`config.mk`:
```
export PLATFORM = sky130hd
export DESIGN_NAME = uart_peripheral_flat
export DESIGN_NICKNAME = d
export VERILOG_FILES = /design/src/rtl/uart_peripheral_if.sv /design/src/rtl/uart_peripheral.sv /design/src/flat_wrapper.sv
export SDC_FILE = /design/constraint.sdc
export NUM_CORES = 1
export LEC_CHECK = 0
export CAP_MARGIN = 20
export CORE_ASPECT_RATIO = 0.8
export CORE_MARGIN = 3
export CORE_UTILIZATION = 58
export DETAILED_ROUTE_END_ITERATION = 8
export PLACE_DENSITY = 0.8
export SLEW_MARGIN = 5
export SYNTH_ARGS = -nofsm -noshare
export SYNTH_HDL_FRONTEND = slang
export SYNTH_SLANG_ARGS = --single-unit
```
`constraint.sdc`:
```
create_clock -name clk -period 4 [get_ports clk]
set_clock_uncertainty 0.2 [all_clocks]
set_input_delay 0.6 -clock clk [delete_from_list [all_inputs] [get_ports clk]]
set_output_delay 0.6 -clock clk [all_outputs]
set_load 0.05 [all_outputs]
```
`src/rtl/uart_peripheral_if.sv`:
```
// Register bus between the ulisp core (master) and a register-mapped responder (slave).
interface uart_peripheral_if;
    logic [6:0]  register_index;
    logic        register_read;
    logic        register_write;
    logic [15:0] register_write_value;
    logic [15:0] register_read_value;

    modport master (
        output register_index,
        output register_read,
        output register_write,
        output register_write_value,
        input  register_read_value
    );

    modport slave (
        input  register_index,
        input  register_read,
        input  register_write,
        input  register_write_value,
        output register_read_value
    );
endinterface

```
`src/rtl/uart_peripheral.sv`:
```
// UART console on the ulisp register bus: TX FIFO feeding an 8N1 transmitter,
// 8N1 receiver filling a one-byte holding register with overrun/framing status.
module uart_peripheral #(
    parameter int CLKS_PER_BIT  = 16,
    parameter int TX_FIFO_DEPTH = 8
) (
    input  logic             clk,
    input  logic             reset,
    uart_peripheral_if.slave bus,
    output logic             uart_tx,
    input  logic             uart_rx
);
    localparam int PTR_W = $clog2(TX_FIFO_DEPTH);
    localparam int CNT_W = PTR_W + 1;
    localparam int CLK_W = $clog2(CLKS_PER_BIT + 1);
    localparam logic [CLK_W-1:0] BIT_LAST   = CLK_W'(CLKS_PER_BIT - 1);
    localparam logic [CLK_W-1:0] HALF_LAST  = CLK_W'(CLKS_PER_BIT / 2 - 1);
    localparam logic [CNT_W-1:0] FULL_COUNT = CNT_W'(TX_FIFO_DEPTH);

    typedef enum logic [1:0] {TX_IDLE, TX_START, TX_DATA, TX_STOP} tx_state_t;
    typedef enum logic [2:0] {RX_IDLE, RX_START, RX_DATA, RX_STOP, RX_WAIT_HIGH} rx_state_t;

    // Register decode
    logic wr0, wr2, rd0;
    assign wr0 = bus.register_write && (bus.register_index == 7'd0);
    assign wr2 = bus.register_write && (bus.register_index == 7'd2);
    assign rd0 = bus.register_read  && (bus.register_index == 7'd0);

    // Upper write bits carry no meaning for this peripheral
    logic unused_write_bits;
    assign unused_write_bits = ^bus.register_write_value[15:8];

    // TX FIFO
    logic [7:0]       fifo_mem [TX_FIFO_DEPTH];
    logic [PTR_W-1:0] wr_ptr, rd_ptr;
    logic [CNT_W-1:0] count;
    logic             tx_full, tx_idle, push, tx_pop;

    assign tx_full = (count == FULL_COUNT);
    assign push    = wr0 && !tx_full;

    // FIFO storage; contents need no reset, validity is tracked by count
    always_ff @(posedge clk) begin
        if (push) fifo_mem[wr_ptr] <= bus.register_write_value[7:0];
    end

    // FIFO pointers and occupancy; full is sampled before the edge so a push on full is dropped
    always_ff @(posedge clk) begin
        if (reset) begin
            wr_ptr <= '0;
            rd_ptr <= '0;
            count  <= '0;
        end else begin
            if (push)   wr_ptr <= wr_ptr + 1'b1;
            if (tx_pop) rd_ptr <= rd_ptr + 1'b1;
            case ({push, tx_pop})
                2'b10:   count <= count + 1'b1;
                2'b01:   count <= count - 1'b1;
                default: count <= count;
            endcase
        end
    end

    // TX FSM
    tx_state_t        tx_state, tx_state_next;
    logic [CLK_W-1:0] tx_clk, tx_clk_next;
    logic [2:0]       tx_bit, tx_bit_next;
    logic [7:0]       tx_shift, tx_shift_next;
    logic             tx_line, tx_line_next;

    // TX state register; the line itself is a flop so the pin never glitches
    always_ff @(posedge clk) begin
        if (reset) begin
            tx_state <= TX_IDLE;
            tx_clk   <= '0;
            tx_bit   <= '0;
            tx_line  <= 1'b1;
        end else begin
            tx_state <= tx_state_next;
            tx_clk   <= tx_clk_next;
            tx_bit   <= tx_bit_next;
            tx_line  <= tx_line_next;
        end
    end

    // TX shift register (data path, not reset)
    always_ff @(posedge clk) begin
        tx_shift <= tx_shift_next;
    end

    // TX next state: pop on leaving IDLE or straight out of STOP for gapless back-to-back bytes
    always_comb begin
        tx_state_next = tx_state;
        tx_clk_next   = tx_clk + 1'b1;
        tx_bit_next   = tx_bit;
        tx_shift_next = tx_shift;
        tx_line_next  = tx_line;
        tx_pop        = 1'b0;
        case (tx_state)
            TX_IDLE: begin
                tx_clk_next  = '0;
                tx_line_next = 1'b1;
                if (count != '0) begin
                    tx_pop        = 1'b1;
                    tx_shift_next = fifo_mem[rd_ptr];
                    tx_line_next  = 1'b0;
                    tx_state_next = TX_START;
                end
            end
            TX_START: begin
                if (tx_clk == BIT_LAST) begin
                    tx_clk_next   = '0;
                    tx_bit_next   = '0;
                    tx_line_next  = tx_shift[0];
                    tx_state_next = TX_DATA;
                end
            end
            TX_DATA: begin
                if (tx_clk == BIT_LAST) begin
                    tx_clk_next = '0;
                    if (tx_bit == 3'd7) begin
                        tx_line_next  = 1'b1;
                        tx_state_next = TX_STOP;
                    end else begin
                        tx_bit_next   = tx_bit + 1'b1;
                        tx_shift_next = {1'b0, tx_shift[7:1]};
                        tx_line_next  = tx_shift[1];
                    end
                end
            end
            TX_STOP: begin
                if (tx_clk == BIT_LAST) begin
                    tx_clk_next = '0;
                    if (count != '0) begin
                        tx_pop        = 1'b1;
                        tx_shift_next = fifo_mem[rd_ptr];
                        tx_line_next  = 1'b0;
                        tx_state_next = TX_START;
                    end else begin
                        tx_state_next = TX_IDLE;
                    end
                end
            end
            default: tx_state_next = TX_IDLE;
        endcase
    end

    assign uart_tx = tx_line;
    assign tx_idle = (count == '0) && (tx_state == TX_IDLE);

    // RX input synchronizer, idles high
    logic rx_meta, rx_sync;
    always_ff @(posedge clk) begin
        if (reset) begin
            rx_meta <= 1'b1;
            rx_sync <= 1'b1;
        end else begin
            rx_meta <= uart_rx;
            rx_sync <= rx_meta;
        end
    end

    // RX FSM
    rx_state_t        rx_state, rx_state_next;
    logic [CLK_W-1:0] rx_clk, rx_clk_next;
    logic [2:0]       rx_bit, rx_bit_next;
    logic [7:0]       rx_shift, rx_shift_next;
    logic             rx_good, rx_bad;

    // RX state register
    always_ff @(posedge clk) begin
        if (reset) begin
            rx_state <= RX_IDLE;
            rx_clk   <= '0;
            rx_bit   <= '0;
        end else begin
            rx_state <= rx_state_next;
            rx_clk   <= rx_clk_next;
            rx_bit   <= rx_bit_next;
        end
    end

    // RX shift register (data path, not reset)
    always_ff @(posedge clk) begin
        rx_shift <= rx_shift_next;
    end

    // RX next state: verify start at half bit, then sample each later bit mid-bit
    always_comb begin
        rx_state_next = rx_state;
        rx_clk_next   = rx_clk + 1'b1;
        rx_bit_next   = rx_bit;
        rx_shift_next = rx_shift;
        rx_good       = 1'b0;
        rx_bad        = 1'b0;
        case (rx_state)
            RX_IDLE: begin
                rx_clk_next = '0;
                if (!rx_sync) rx_state_next = RX_START;
            end
            RX_START: begin
                if (rx_clk == HALF_LAST) begin
                    rx_clk_next   = '0;
                    rx_bit_next   = '0;
                    rx_state_next = rx_sync ? RX_IDLE : RX_DATA;
                end
            end
            RX_DATA: begin
                if (rx_clk == BIT_LAST) begin
                    rx_clk_next   = '0;
                    rx_shift_next = {rx_sync, rx_shift[7:1]};
                    if (rx_bit == 3'd7) rx_state_next = RX_STOP;
                    else                rx_bit_next   = rx_bit + 1'b1;
                end
            end
            RX_STOP: begin
                if (rx_clk == BIT_LAST) begin
                    rx_clk_next = '0;
                    if (rx_sync) begin
                        rx_good       = 1'b1;
                        rx_state_next = RX_IDLE;
                    end else begin
                        rx_bad        = 1'b1;
                        rx_state_next = RX_WAIT_HIGH;
                    end
                end
            end
            RX_WAIT_HIGH: begin
                rx_clk_next = '0;
                if (rx_sync) rx_state_next = RX_IDLE;
            end
            default: rx_state_next = RX_IDLE;
        endcase
    end

    // RX holding register and sticky errors; a read that coincides with a new byte hands over cleanly
    logic [7:0] rx_data;
    logic       rx_valid, overrun, framing_err;
    always_ff @(posedge clk) begin
        if (reset) begin
            rx_data     <= 8'h00;
            rx_valid    <= 1'b0;
            overrun     <= 1'b0;
            framing_err <= 1'b0;
        end else begin
            if (wr2) begin
                overrun     <= 1'b0;
                framing_err <= 1'b0;
            end
            if (rx_bad) framing_err <= 1'b1;
            if (rx_good) begin
                if (!rx_valid || rd0) begin
                    rx_data  <= rx_shift;
                    rx_valid <= 1'b1;
                end else begin
                    overrun <= 1'b1;
                end
            end else if (rd0) begin
                rx_valid <= 1'b0;
            end
        end
    end

    // Read data is purely combinational from the index
    always_comb begin
        bus.register_read_value = 16'h0000;
        case (bus.register_index)
            7'd0:    bus.register_read_value = {8'h00, rx_data};
            7'd1:    bus.register_read_value = {11'b0, framing_err, overrun, rx_valid, tx_idle, tx_full};
            default: bus.register_read_value = 16'h0000;
        endcase
    end
endmodule

```
`src/flat_wrapper.sv`:
```
// flat-port wrapper written by rule: the top's interface ports become plain ports
module uart_peripheral_flat 
#(
    parameter int CLKS_PER_BIT  = 16,
    parameter int TX_FIFO_DEPTH = 8
)
  (clk, reset, uart_tx, uart_rx, bus_register_index, bus_register_read, bus_register_write, bus_register_write_value, bus_register_read_value);
  uart_peripheral_if bus_i ();
  input  logic clk;
  input  logic reset;
  output logic uart_tx;
  input  logic uart_rx;
  input wire logic [$bits(bus_i.register_index)-1:0] bus_register_index;
  input wire logic [$bits(bus_i.register_read)-1:0] bus_register_read;
  input wire logic [$bits(bus_i.register_write)-1:0] bus_register_write;
  input wire logic [$bits(bus_i.register_write_value)-1:0] bus_register_write_value;
  output wire logic [$bits(bus_i.register_read_value)-1:0] bus_register_read_value;
  assign bus_i.register_index = bus_register_index;
  assign bus_i.register_read = bus_register_read;
  assign bus_i.register_write = bus_register_write;
  assign bus_i.register_write_value = bus_register_write_value;
  assign bus_register_read_value = bus_i.register_read_value;
  uart_peripheral #(.CLKS_PER_BIT(CLKS_PER_BIT), .TX_FIFO_DEPTH(TX_FIFO_DEPTH)) u_core (.clk(clk), .reset(reset), .bus(bus_i), .uart_tx(uart_tx), .uart_rx(uart_rx));
endmodule
```
==> results.md, run 1 <==
* # DRC at 0
* 1st-pass router iterations at 5
* Achievable frequency at 275.8 MHz
* Fin crit share at 90.64%
* Power per standard cell area at between 500 and 600 nW/µm²
* Post-CTS Setup Inserts at 0
* Worst Tran Pin Value at around 840 ps
* Post-layout util at 71.71%
* Pre-CTS WS at 445.1 ps
* Routed Antenna Nets at 0
* P_leak at 2.284 nW
* Worst Path Required at between 3000 and 4000 ps
* Crit. End Element: primary output
* Avg Vias per Cell at 5.968
* Flops & latches, synth at 128
* Vias at 3521
* H-tree depth at 4
* Largest cells by area after synthesis: edfxtp_1, dfxtp_1, mux4_2
* Synth async-reset ratio at 0%
* First-pass GRT wire length at about 18 mm
* RSZ-0062 raised after global routing: no
* Largest net degree at the start of global routing at 30
* Clock buffer depth at 2
* Grt ovf at 0
* Area grow syn2layout at 17.73%
* Worst-Skew Late Latency at 410 ps
* Count of unique library cells instantiated by Yosys at 59
* Pwr Total at 0.003451 W
* Number of I/O port buffers at 28
* Psw at 0.0008829 W
* Post-Syn Area at 5623 µm²
* Nets@finish at 510
* Post-detail-place hpwl at 7.024 mm
* Switching Fraction at 25.58%
* Syn_area_per_cell at 13.29 µm²
* Starting Density at 60.91%
* Commonest cells post-synth: edfxtp_1, dfxtp_1, nor2_1, a21oi_1, ha_1
* Core box area at 9231 µm²
* Die area at 10920 µm²
* Status: finished, final reports clean
* Most used DFF post-synth: edfxtp_1
* Cells after Synth at 423
* Initial antenna violation count at 0
* Synth Warn # at 0
* Final setup vio count at 0
* Worst relative slew slack at 44.26%
* GRT Overall Usage at approximately 23%
* Worst EP arrival at 2830 ps
* Root Buffer: clkbuf_16
* Slew Viols, Final at 0
* Hold Buf Count CTS at 0
* Routed wire length at between 10 and 15 mm
* CTS buffer count at 17
* CTS clk-pin slew, worst paths at 60 ps
* Critical path type: in -> out
* Critical path startpoint category: input pin
* Routed length per instance at 19.04 µm
* # Max-Cap Violations at 0
* Hold WS at between 200 and 250 ps
* Fillers at 598
* Share of cells above drive strength 1 at 16.84%
* Vias in the first global route at 3550
* Clk pwr share at 43.8%
* Final-report hold violation count at 0
* Antenna cells at 0
* Post-synthesis sequential area ratio at 59.81%
* Iter 0 DRT Violations at 265
* Seq pwr share at between 40% and 50%
* Post-synth EDFFs at 80
* Post-synth top area share at 42.72%
* Internal power at 0.002568 W
* Most area-hungry cell type in the Yosys netlist: edfxtp_1
* Crit path max fanout at 7
* # IOs at 45
* TritonCTS clock tree: yes
* # resized after CTS at 0
* Most numerous cell in the Yosys netlist: edfxtp_1
* CTS sink cnt at between 100 and 150
* Setup tns final at 0 ps
* Min setup slack post-route at 374.4 ps
* GP Congestion at 0.7653
* Hold WC Path Type: reg -> reg
* Tmin final at roughly 3600 ps
* Die H at 94.07 µm
* Row cnt at 31
* Comb pwr share at 12.2%
* VDD IR max at 609.0 µV
* Die X at ~120 µm
final cells by class:
type | count | area (µm²) | share of cell area, %
clock buffer | 18 | 429.2 | 6.483
sequential | 128 | 3363 | 50.80
multi-input combinational | 261 | 2079 | 31.41
tap | 115 | 143.9 | 2.174
timing repair buffer | 41 | 397.9 | 6.010
clock inverter | 14 | 157.7 | 2.381
inverter | 13 | 48.80 | 0.7371
stage by stage:
step | std cells | instance area (µm²)
after detailed placement | 557 | 6006
after floorplan | 430 | 5649
after CTS | 589 | 6593
final | 590 | 6620
after global placement | 557 | 6006
after global routing | 590 | 6620
path summary, 6_finish.rpt:
kind	endpoint	depth (start not counted)	slack, ps	startpoint
worst max-delay path	bus_register_read_value[5]	5	370	bus_register_index[3]
worst min-delay path	u_core.rx_sync$_SDFF_PP1_	1	210	u_core.rx_meta$_SDFF_PP1_
worst max register to register	u_core.count[2]$_SDFFE_PP0P_	13	870	u_core.tx_clk[0]$_SDFF_PP0_
worst min register to register	u_core.rx_sync$_SDFF_PP1_	1	210	u_core.rx_meta$_SDFF_PP1_
placed cells by master (no fill, tap or decap), types with 10 or more instances in the layout:
master,instances
clkdlybuf4s50_1,28
ha_1,20
nand3_1,10
nor2_1,35
inv_1,13
dfxtp_1,48
a21oi_1,25
nand2_1,13
edfxtp_1,80
buf_4,12
mux4_2,16
clkbuf_16,17
o21ai_0,16
worst max-delay path, cell delays in order:
cell and delay [ps]:
clkdlybuf4s50_1 440, nor4_4 490, and3_2 340, and2_1 150, clkdlybuf4s50_1 810
power by group through the flow:
stage	logic, W	registers (W)	clock network [W]
finish	0.000422	0.00152	0.00151
global route	0.000458	0.00152	0.00160
CTS	0.000413	0.00152	0.00153
detailed placement	0.000407	0.00154	0
global placement	0.000383	0.00154	0
floorplan	0.000312	0.00152	0
sequential cells by signal (all words and copies together) (netlist names), named ones only:
name / flops
u_core.tx_bit: 3
u_core.rx_valid: 1
u_core.rx_clk: 5
u_core.tx_clk: 5
u_core.rx_sync: 1
u_core.count: 4
u_core.rx_state: 3
u_core.tx_state: 2
u_core.uart_tx: 1
u_core.rx_bit: 3
u_core.rx_shift: 8
u_core.rx_data: 8
u_core.wr_ptr: 3
u_core.fifo_mem: 64
u_core.tx_shift: 8
u_core.overrun: 1
u_core.framing_err: 1
u_core.rx_meta: 1
u_core.rd_ptr: 3
routing by layer:
metal  track usage (%)  up-vias  part of all wire, %
met3             7.276       18                  5.9
met5                 0        -                    0
li1                  -     1662                    -
met2             36.40      112                   49
met1             30.27     1729                   44
met4             5.700        0                  1.1
kinds of logic after synthesis:
kind of cell	synth area share, %
flip-flops	59.81
AND/OR/NAND/NOR	11.79
AO/OA/AOI/OAI	8.990
buffers and inverters	3.672
multiplexers	9.813
adder cells (fa/ha/maj)	4.450
XOR/XNOR	1.402
other	0.06669
(Power assumes the default switching activity.)
==> inputs of run 2 (changes only) <==
--- a/config.mk
+++ b/config.mk
@@ -9,6 +9,7 @@
 export CORE_ASPECT_RATIO = 0.8
 export CORE_MARGIN = 3
 export CORE_UTILIZATION = 58
+export CTS_CLUSTER_DIAMETER = 150
 export DETAILED_ROUTE_END_ITERATION = 8
 export PLACE_DENSITY = 0.8
 export SLEW_MARGIN = 5
==> results of run 2 <==
No change in the layout: final DEF, timing and power equal those of run 1.
